## src/rtl/ntt_pkg.sv

```systemverilog
// Shared NTT constants, the MDC stage state encoding and modular add/sub/halve helpers.
package ntt_pkg;

  localparam int unsigned DATA_W = 23;
  localparam int unsigned Q      = 8380417;

  typedef enum logic [1:0] {
    IDLE,
    RUN,
    DRAIN
  } state_e;

  function automatic logic [DATA_W-1:0] add_mod(input logic [DATA_W-1:0] a,
                                                input logic [DATA_W-1:0] b,
                                                input logic [DATA_W-1:0] q);
    logic [DATA_W:0] s;
    s = {1'b0, a} + {1'b0, b};
    if (s >= {1'b0, q}) s = s - {1'b0, q};
    return s[DATA_W-1:0];
  endfunction

  // On borrow the modular wrap of a - b + q lands on the true value, which is below q.
  function automatic logic [DATA_W-1:0] sub_mod(input logic [DATA_W-1:0] a,
                                                input logic [DATA_W-1:0] b,
                                                input logic [DATA_W-1:0] q);
    if (a >= b) return a - b;
    return a - b + q;
  endfunction

  function automatic logic [DATA_W-1:0] half_mod(input logic [DATA_W-1:0] v,
                                                 input logic [DATA_W-1:0] q);
    logic [DATA_W:0] t;
    t = v[0] ? ({1'b0, v} + {1'b0, q}) : {1'b0, v};
    return t[DATA_W:1];
  endfunction

endpackage

```

## src/rtl/mod_red.sv

```systemverilog
// Registered reduction of a 2*DATA_W product modulo Q; forms butterfly stage P3.
module mod_red
  import ntt_pkg::*;
#(
  parameter int unsigned DATA_W = ntt_pkg::DATA_W,
  parameter int unsigned Q      = ntt_pkg::Q
) (
  input  logic                  clk,
  input  logic                  reset,
  input  logic [2*DATA_W-1:0]   prod_i,
  output logic [DATA_W-1:0]     res_o
);

  localparam int unsigned PW = 2 * DATA_W;

  logic [DATA_W-1:0] res_d, res_q;

  always_comb begin
    res_d = DATA_W'(prod_i % PW'(Q));
  end

  always_ff @(posedge clk) begin
    if (!reset) res_q <= '0;
    else        res_q <= res_d;
  end

  assign res_o = res_q;

endmodule

```

## src/rtl/gs_r2mdc.sv

```systemverilog
// Radix-2 MDC stage with Gentleman-Sande butterfly for the inverse NTT.
// Define GS_DIV2_EN to halve both outputs mod Q in the last pipeline stage.
module gs_r2mdc
  import ntt_pkg::*;
#(
  parameter int unsigned DATA_W      = ntt_pkg::DATA_W,
  parameter int unsigned Q           = ntt_pkg::Q,
  parameter int unsigned D           = 1,
  parameter int unsigned FRAME_PAIRS = 128
) (
  input  logic                           clk,
  input  logic                           reset,
  input  logic                           en,
  output logic                           in_ready,
  input  logic [DATA_W-1:0]              A_in,
  input  logic [DATA_W-1:0]              B_in,
  output logic [$clog2(FRAME_PAIRS)-1:0] tw_idx,
  input  logic [DATA_W-1:0]              zeta,
  output logic [DATA_W-1:0]              A_out,
  output logic [DATA_W-1:0]              B_out,
  output logic                           valid
);

  localparam int unsigned TW_W = $clog2(FRAME_PAIRS);
  localparam int unsigned SB   = $clog2(D);
  localparam int unsigned PW   = 2 * DATA_W;
  localparam logic [DATA_W-1:0] QW = DATA_W'(Q);

  state_e state_q, state_d;
  logic [TW_W-1:0] k_q, k_d, tw_q, tw_d;
  logic accept, last_acc, drain_end, issue_up, issue_lo, issue;
  logic [DATA_W-1:0] up_q [D];
  logic [DATA_W-1:0] up_d [D];
  logic [DATA_W-1:0] lo_q [2*D];
  logic [DATA_W-1:0] lo_d [2*D];
  logic [DATA_W-1:0] x, y;

  logic              v1_q, v1_d, v2_q, v2_d, v3_q, v3_d;
  logic [DATA_W-1:0] a1_q, a1_d, d1_q, d1_d, z1_q, z1_d;
  logic [DATA_W-1:0] a2_q, a2_d, a3_q, a3_d, b3;
  logic [PW-1:0]     p2_q, p2_d;

  always_ff @(posedge clk) begin
    if (!reset) state_q <= IDLE;
    else        state_q <= state_d;
  end

  always_comb begin
    state_d = state_q;
    unique case (state_q)
      IDLE:    if (accept) state_d = last_acc ? DRAIN : RUN;
      RUN:     if (last_acc) state_d = DRAIN;
      DRAIN:   if (drain_end) state_d = IDLE;
      default: state_d = IDLE;
    endcase
  end

  // Upper pairs issue on second-half accepts; lower pairs trail by one half-block or drain.
  always_comb begin
    in_ready  = (state_q != DRAIN);
    accept    = en && in_ready;
    last_acc  = accept && (32'(k_q) == FRAME_PAIRS - 1);
    drain_end = (state_q == DRAIN) && (32'(k_q) == D - 1);
    issue_up  = accept && k_q[SB];
    issue_lo  = (accept && !k_q[SB] && (32'(k_q) >= 2 * D)) || (state_q == DRAIN);
    issue     = issue_up || issue_lo;
  end

  always_comb begin
    k_d  = k_q;
    tw_d = tw_q;
    up_d = up_q;
    lo_d = lo_q;
    if (accept)               k_d = last_acc ? '0 : k_q + 1'b1;
    else if (state_q == DRAIN) k_d = drain_end ? '0 : k_q + 1'b1;
    if (issue) tw_d = (32'(tw_q) == FRAME_PAIRS - 1) ? '0 : tw_q + 1'b1;
    if (accept) begin
      up_d[0] = A_in;
      for (int unsigned i = 1; i < D; i++) up_d[i] = up_q[i-1];
    end
    if (accept || state_q == DRAIN) begin
      lo_d[0] = B_in;
      for (int unsigned i = 1; i < 2 * D; i++) lo_d[i] = lo_q[i-1];
    end
    x = issue_up ? up_q[D-1] : lo_q[2*D-1];
    y = issue_up ? A_in      : lo_q[D-1];
  end

  always_comb begin
    v1_d = issue;
    a1_d = add_mod(x, y, QW);
    d1_d = sub_mod(x, y, QW);
    z1_d = zeta;
    v2_d = v1_q;
    a2_d = a1_q;
    p2_d = PW'(d1_q) * PW'(z1_q);
    v3_d = v2_q;
    a3_d = a2_q;
  end

  always_ff @(posedge clk) begin
    up_q <= up_d;
    lo_q <= lo_d;
  end

  always_ff @(posedge clk) begin
    if (!reset) begin
      k_q  <= '0;
      tw_q <= '0;
      v1_q <= 1'b0;
      v2_q <= 1'b0;
      v3_q <= 1'b0;
      a1_q <= '0;
      d1_q <= '0;
      z1_q <= '0;
      a2_q <= '0;
      p2_q <= '0;
      a3_q <= '0;
    end else begin
      k_q  <= k_d;
      tw_q <= tw_d;
      v1_q <= v1_d;
      v2_q <= v2_d;
      v3_q <= v3_d;
      a1_q <= a1_d;
      d1_q <= d1_d;
      z1_q <= z1_d;
      a2_q <= a2_d;
      p2_q <= p2_d;
      a3_q <= a3_d;
    end
  end

  mod_red #(
    .DATA_W(DATA_W),
    .Q     (Q)
  ) u_mod_red (
    .clk   (clk),
    .reset (reset),
    .prod_i(p2_q),
    .res_o (b3)
  );

`ifdef GS_DIV2_EN
  assign A_out = half_mod(a3_q, QW);
  assign B_out = half_mod(b3, QW);
`else
  assign A_out = a3_q;
  assign B_out = b3;
`endif

  assign valid  = v3_q;
  assign tw_idx = tw_q;

endmodule

```

## config.mk

```make
export PLATFORM = sky130hd
export DESIGN_NAME = gs_r2mdc
export DESIGN_NICKNAME = d
export VERILOG_FILES = /design/src/rtl/ntt_pkg.sv /design/src/rtl/mod_red.sv /design/src/rtl/gs_r2mdc.sv
export SDC_FILE = /design/constraint.sdc
export NUM_CORES = 2
export LEC_CHECK = 0
export CORE_ASPECT_RATIO = 1.2
export CORE_UTILIZATION = 60
export DETAILED_ROUTE_END_ITERATION = 10
export GPL_ROUTABILITY_DRIVEN = 0
export PLACE_DENSITY = 0.78
export SYNTH_ARGS = -nofsm -noshare
export SYNTH_HDL_FRONTEND = slang
export SYNTH_SLANG_ARGS = --single-unit
```

## constraint.sdc

```tcl
create_clock -name clk -period 42.5 [get_ports clk]
set_clock_uncertainty 0.15 [all_clocks]
set_input_delay 8.5 -clock clk [delete_from_list [all_inputs] [get_ports clk]]
set_output_delay 8.5 -clock clk [all_outputs]
set_load 0.01 [all_outputs]
```

**Word level (Yosys, flattened, before mapping)**

Cells that the tools add are included.
Widths: inputs -> output; s select.

- Latch bits: 0
- ROM bits: 0
- Bits of input ports: 72
- Output and inout bits: 55
- Word-level logic and storage cells: 65
- RAM bits: 0
- Memories kept: 0
- Bits in registers: 272

- Shift operators: 0
- Equality and inequality tests: 8
- Multiplexer cells: 16
- Order comparisons: 3
- Multipliers: 1
- Divide/modulo/power cells: 1
- Add/subtract/negate cells: 6
- Bitwise operators: 0
- Reductions and logical operators: 14

Operators with widths:

| cell | count |
|---|---|
| $mux 23 | 5 |
| $mod 46x23->46 const B | 1 |
| $mul 23x23->46 | 1 |
| $mux 7 | 5 |
| $add 23x23->24 | 1 |
| $ge 24x23->1 const B | 1 |
| $add 23x23->23 const B | 1 |
| $ge 23x23->1 | 1 |
| $sub 23x23->23 | 1 |
| $sub 23x23->23 const B | 1 |
| $add 7x1->7 const B | 2 |
| $eq 7x7->1 const B | 2 |
| $mux 2 | 4 |
| $ne 2x2->1 const B | 4 |
| $ge 7x2->1 const B | 1 |
| $logic_not 7->1 | 1 |
| $logic_and 1x1->1 | 6 |
| $pmux 2 s3 | 1 |
| $logic_or 1x1->1 | 3 |
| $reduce_and 3->1 | 1 |
| $eq 2x1->1 const B | 1 |
| $eq 2x2->1 const B | 1 |
| $logic_not 2->1 | 1 |
| $reduce_bool 2->1 | 1 |
| 2 further kinds | 2 |

**Longest topological paths before layout**

- Depth after elaboration: 7
- Depth in mapped cells: 117
- Depth with buffers taken out: 92

**By module**

A second synthesis with hierarchy kept.

- Cells, all modules: 5,894
- Area, all modules: 47,281.6 um^2

Modules (own cells, without submodules):

| module | instances | sequential area each (um^2) | cells an instance | area an instance (um^2) |
|---|---|---|---|---|
| gs_r2mdc | 1 | 5,675.4 | 3,170 | 29,100.4 |
| mod_red | 1 | 460.4 | 2,724 | 18,181.2 |

**Worst setup path after synthesis**

No wires, ideal clock.

- Path kind: reg2reg
- From: reg p2_q[32]
- To: reg u_mod_red.res_q[0] (netlist: u_mod_red.res_o[0])
- Library setup time: 128 ps
- Buffers on the path: 11
- Clock period less this slack: 29,337 ps
- Setup slack: 13,163 ps
- Cell stages (with the launch flop): 104
- Data arrival time: 29,059 ps
- Required time: 42,222 ps
- Path through: dfxtp_1 buf_2 or4_4 or4_1 a21boi_2 nand4b_1 a2111oi_2 xnor2_2 nand3_1 buf_4 o41ai_2 nand4_1 or4_4 o21ai_1 nand3_1 a2111oi_2 o2111ai_2 o21a_1 (+68 left out) a21oi_1 or2_2 ha_1 and3_1 nand3_1 a2111oi_4 o31a_2 buf_2 buf_2 xnor2_1 ha_1 inv_1 or4_1 a2111o_1 a41oi_4 buf_4 xnor2_1 nor2_1

- Cells in the longest elaborated chain, start to end: 1

RTL lines:

| item | line | text |
|---|---|---|
| from (decl) | gs_r2mdc.sv:41 | `logic [PW-1:0] p2_q, p2_d;` |
| from (signal assigned) | gs_r2mdc.sv:129 | `p2_q <= p2_d;` |
| $mod 46x23->46 | mod_red.sv:19 | `res_d = DATA_W'(prod_i % PW'(Q));` |
| to (signal assigned) | mod_red.sv:24 | `else res_q <= res_d;` |
| to (decl) | mod_red.sv:16 | `logic [DATA_W-1:0] res_d, res_q;` |

No other way between the ends.
A chain may end at the register's enable or synchronous reset.

**Worst setup path in the final report**

- From: reg p2_q[36]
- To: reg u_mod_red.res_q[1] (netlist: u_mod_red.res_o[1])

Same word-level chain as after synthesis.

==> metrics.csv <==
metric,value,unit
antenna cells,0,
run status,finished clean,
#FFs+latches synth,272,
Syn Area/Cell,8.19,µm²
post-layout min period,35.54,ns
vias in the first global route,40600,
die area,0.0761,mm²
"Req. time, crit path",42.88,ns
Setup Buffers After CTS,0,
Synth warnings,0,
iteration-0 DRC count of the detailed router,3676,
final setup TNS,0,ns
DRC viols,0,
startpoint of the worst hold path,a2_q[8]$_SDFF_PN0_,
# IOs,127,
layout overhead on the synthesized area,6.32,%
Post-DP HPWL,96200,µm
CTS Sinks,272,
share of flip-flops with an asynchronous set or reset,0,%
Synth cell types,145,
number of gates resized after cts,0,
Crit Reg-Reg Startpoint,p2_q[36]$_SDFF_PN0_,
pin count of the biggest net entering global routing,86,
RSZ-0062 raised after global routing,no,
H-Tree Level Count,1,
hold_buf cts,0,
root buffer cell,clkbuf_16,
Max Slew Vio Count,0,
ys flop type,dfxtp_1,
CTS tree,built,
area of the multi-input gates,0.0356,mm²
Core Region,0.0739,mm²
most used cell along the critical path,nand3_1,
Final period util,83.6,%
max-cap violations,0,
Layout Nets,6208,
startpoint type of the worst setup path,flop,
drt first pass iters,6,
Worst setup startpoint,p2_q[36]$_SDFF_PN0_,
final-report setup violation count,0,
FF+latch area,0.00614,mm²
total grt overflow,0,
Die Y-Extent,302,µm
WL/cell,19.2,µm
Mapped Cells,5492,
Routed WL,124000,µm
DR vias,40800,
register area share after synthesis,13.6,%
fraction of layout cells with a size suffix above 1,6.34,%
Worst Max-Slew Pin Slew,1.14,ns
Critical Path End Type,flop,
row cnt,109,
CP Max Fanout,22,
"Data arrival, critical path",35.92,ns
overall routing resource usage,32.5,%
f_max,0.0281,GHz
Hold Fails Final Rpt,0,
Crit Path Category,reg -> reg,
hold crit path type,reg -> reg,
clock-pin transition on the worst setup and hold timing paths,0.07,ns
first-pass GRT wire length,203000,µm
# port buffers,126,
Antenna Nets Post-Route,0,
Post-synth EDFFs,69,
initial antenna violation count,1,
cts bufs inserted,27,
Initial Utilization,60.9,%
# fillers,6303,
clock tree buffer depth,3,
CP max stage delay,0.92,ns
Die Wd,252,µm
via density per instance,6.29,
Syn Nets,6233,
Slew HR,24.2,%
clk_lat worst skew,0.59,ns
post-synthesis cell area,0.0450,mm²
slowest CP cell,mux2i_1,
path summary, 6_finish.rpt:
check,slack [ns],endpoint,cells past startpoint
max reg2reg,6.96,u_mod_red.res_o[1]$_SDFF_PN0_,92
max,6.96,u_mod_red.res_o[1]$_SDFF_PN0_,92
min,0.28,A_out[8]$_SDFF_PN0_,1
min reg2reg,0.28,A_out[8]$_SDFF_PN0_,1
final cells by class:
| class | instances | area share [%] |
|---|---|---|
| Clock buffer | 30 | 1.44 |
| Multi-Input combinational cell | 4373 | 74.4 |
| Clock inverter | 20 | 0.515 |
| Timing Repair Buffer | 172 | 3.35 |
| Tap cell | 999 | 2.61 |
| Inverter | 621 | 4.88 |
| Sequential cell | 272 | 12.8 |
state kept, by name, summed over array words and instances, names as in the netlist, 23 cells and up:
signal           count
a1_q                23
lo_q                46
a2_q                23
p2_q                46
A_out               23
z1_q                23
u_mod_red.res_o     23
d1_q                23
up_q                23
kinds of logic after synthesis:
group | after synthesis | share of synthesized area [%]
AND/OR/NAND/NOR | 2149 | 24.9
AO/OA/AOI/OAI | 1069 | 18.1
adder cells (fa/ha/maj) | 693 | 26.5
multiplexers | 85 | 2.03
XOR/XNOR | 377 | 7.53
buffers and inverters | 847 | 7.28
flip-flops | 272 | 13.6
worst max-delay path, delay by kind of cell, from the launching register on:
family	cells	cell delay, ns
adders and majority gates	3	0.84
xor gates and xnor gates	6	2.77
AOI/OAI and AO/OA	42	15.90
DFF	1	0.52
and+or+nand+nor	38	13.84
buffers and inverters	1	0.09
muxes	2	1.30
through the flow:
| stage | instance area, µm² | worst slack (ns) | std cells | utilization [%] | hold WS, ns |
|---|---|---|---|---|---|
| 2_1_floorplan | 45000 | 13.16 | 5492 | - | 0.262 |
| 3_3_place_gp | 46900 | 8.77 | 6437 | 63.5 | 0.265 |
| 3_5_place_dp | 46900 | 7.79 | 6437 | 63.5 | 0.268 |
| 4_1_cts | 47800 | 7.61 | 6487 | 64.7 | 0.274 |
| 5_1_grt | 47800 | 4.41 | 6487 | 64.7 | 0.288 |
| 6_report | 47800 | 6.96 | 6487 | 64.7 | 0.275 |
Yosys cell counts (all sizes together) (69+ instances only):
| cell type | n | share of area (%) |
|---|---|---|
| nand2 | 657 | 5.5 |
| inv | 620 | 5.2 |
| fa | 440 | 20 |
| nor2 | 392 | 3.3 |
| and2 | 271 | 3.8 |
| xnor2 | 253 | 5.1 |
| ha | 229 | 6.4 |
| a21oi | 224 | 2.6 |
| dfxtp | 203 | 9.0 |
| clkbuf | 178 | 1.5 |
| nor3 | 165 | 2.0 |
| o21ai | 157 | 1.8 |
| nand3 | 128 | 1.5 |
| xor2 | 124 | 2.4 |
| edfxtp | 69 | 4.6 |
| o21a | 69 | 1.2 |
routing by layer:
layer	track usage, %	share of wire, %
met5	0	0
met4	15.4	5.0
met3	3.76	6.5
met2	57.6	49
met1	39.3	39
layout by cell type (no fill, tap or decap), drive strengths merged, types with 24 or more instances in the layout:
| cell | instances |
|---|---|
| nand2 | 657 |
| inv | 624 |
| fa | 440 |
| nor2 | 392 |
| and2 | 271 |
| xnor2 | 253 |
| ha | 229 |
| a21oi | 224 |
| dfxtp | 203 |
| nor3 | 165 |
| o21ai | 157 |
| nand3 | 128 |
| clkdlybuf4s50 | 125 |
| xor2 | 124 |
| edfxtp | 69 |
| o21a | 69 |
| or3 | 66 |
| nand4 | 65 |
| and3 | 55 |
| o21bai | 55 |
| or2 | 53 |
| mux2 | 51 |
| a31oi | 50 |
| nor4 | 50 |
| buf | 47 |
| a211oi | 46 |
| o211ai | 41 |
| a21o | 40 |
| nand2b | 39 |
| o31ai | 38 |
| or4 | 36 |
| mux2i | 34 |
| o2111ai | 33 |
| nor2b | 31 |
| clkbuf | 30 |
| nor3b | 26 |
| maj3 | 24 |
| nand3b | 24 |
| o41ai | 24 |
Power is not shown: default switching activity piles up to over one toggle a cycle in this logic, so the estimate is an artifact.
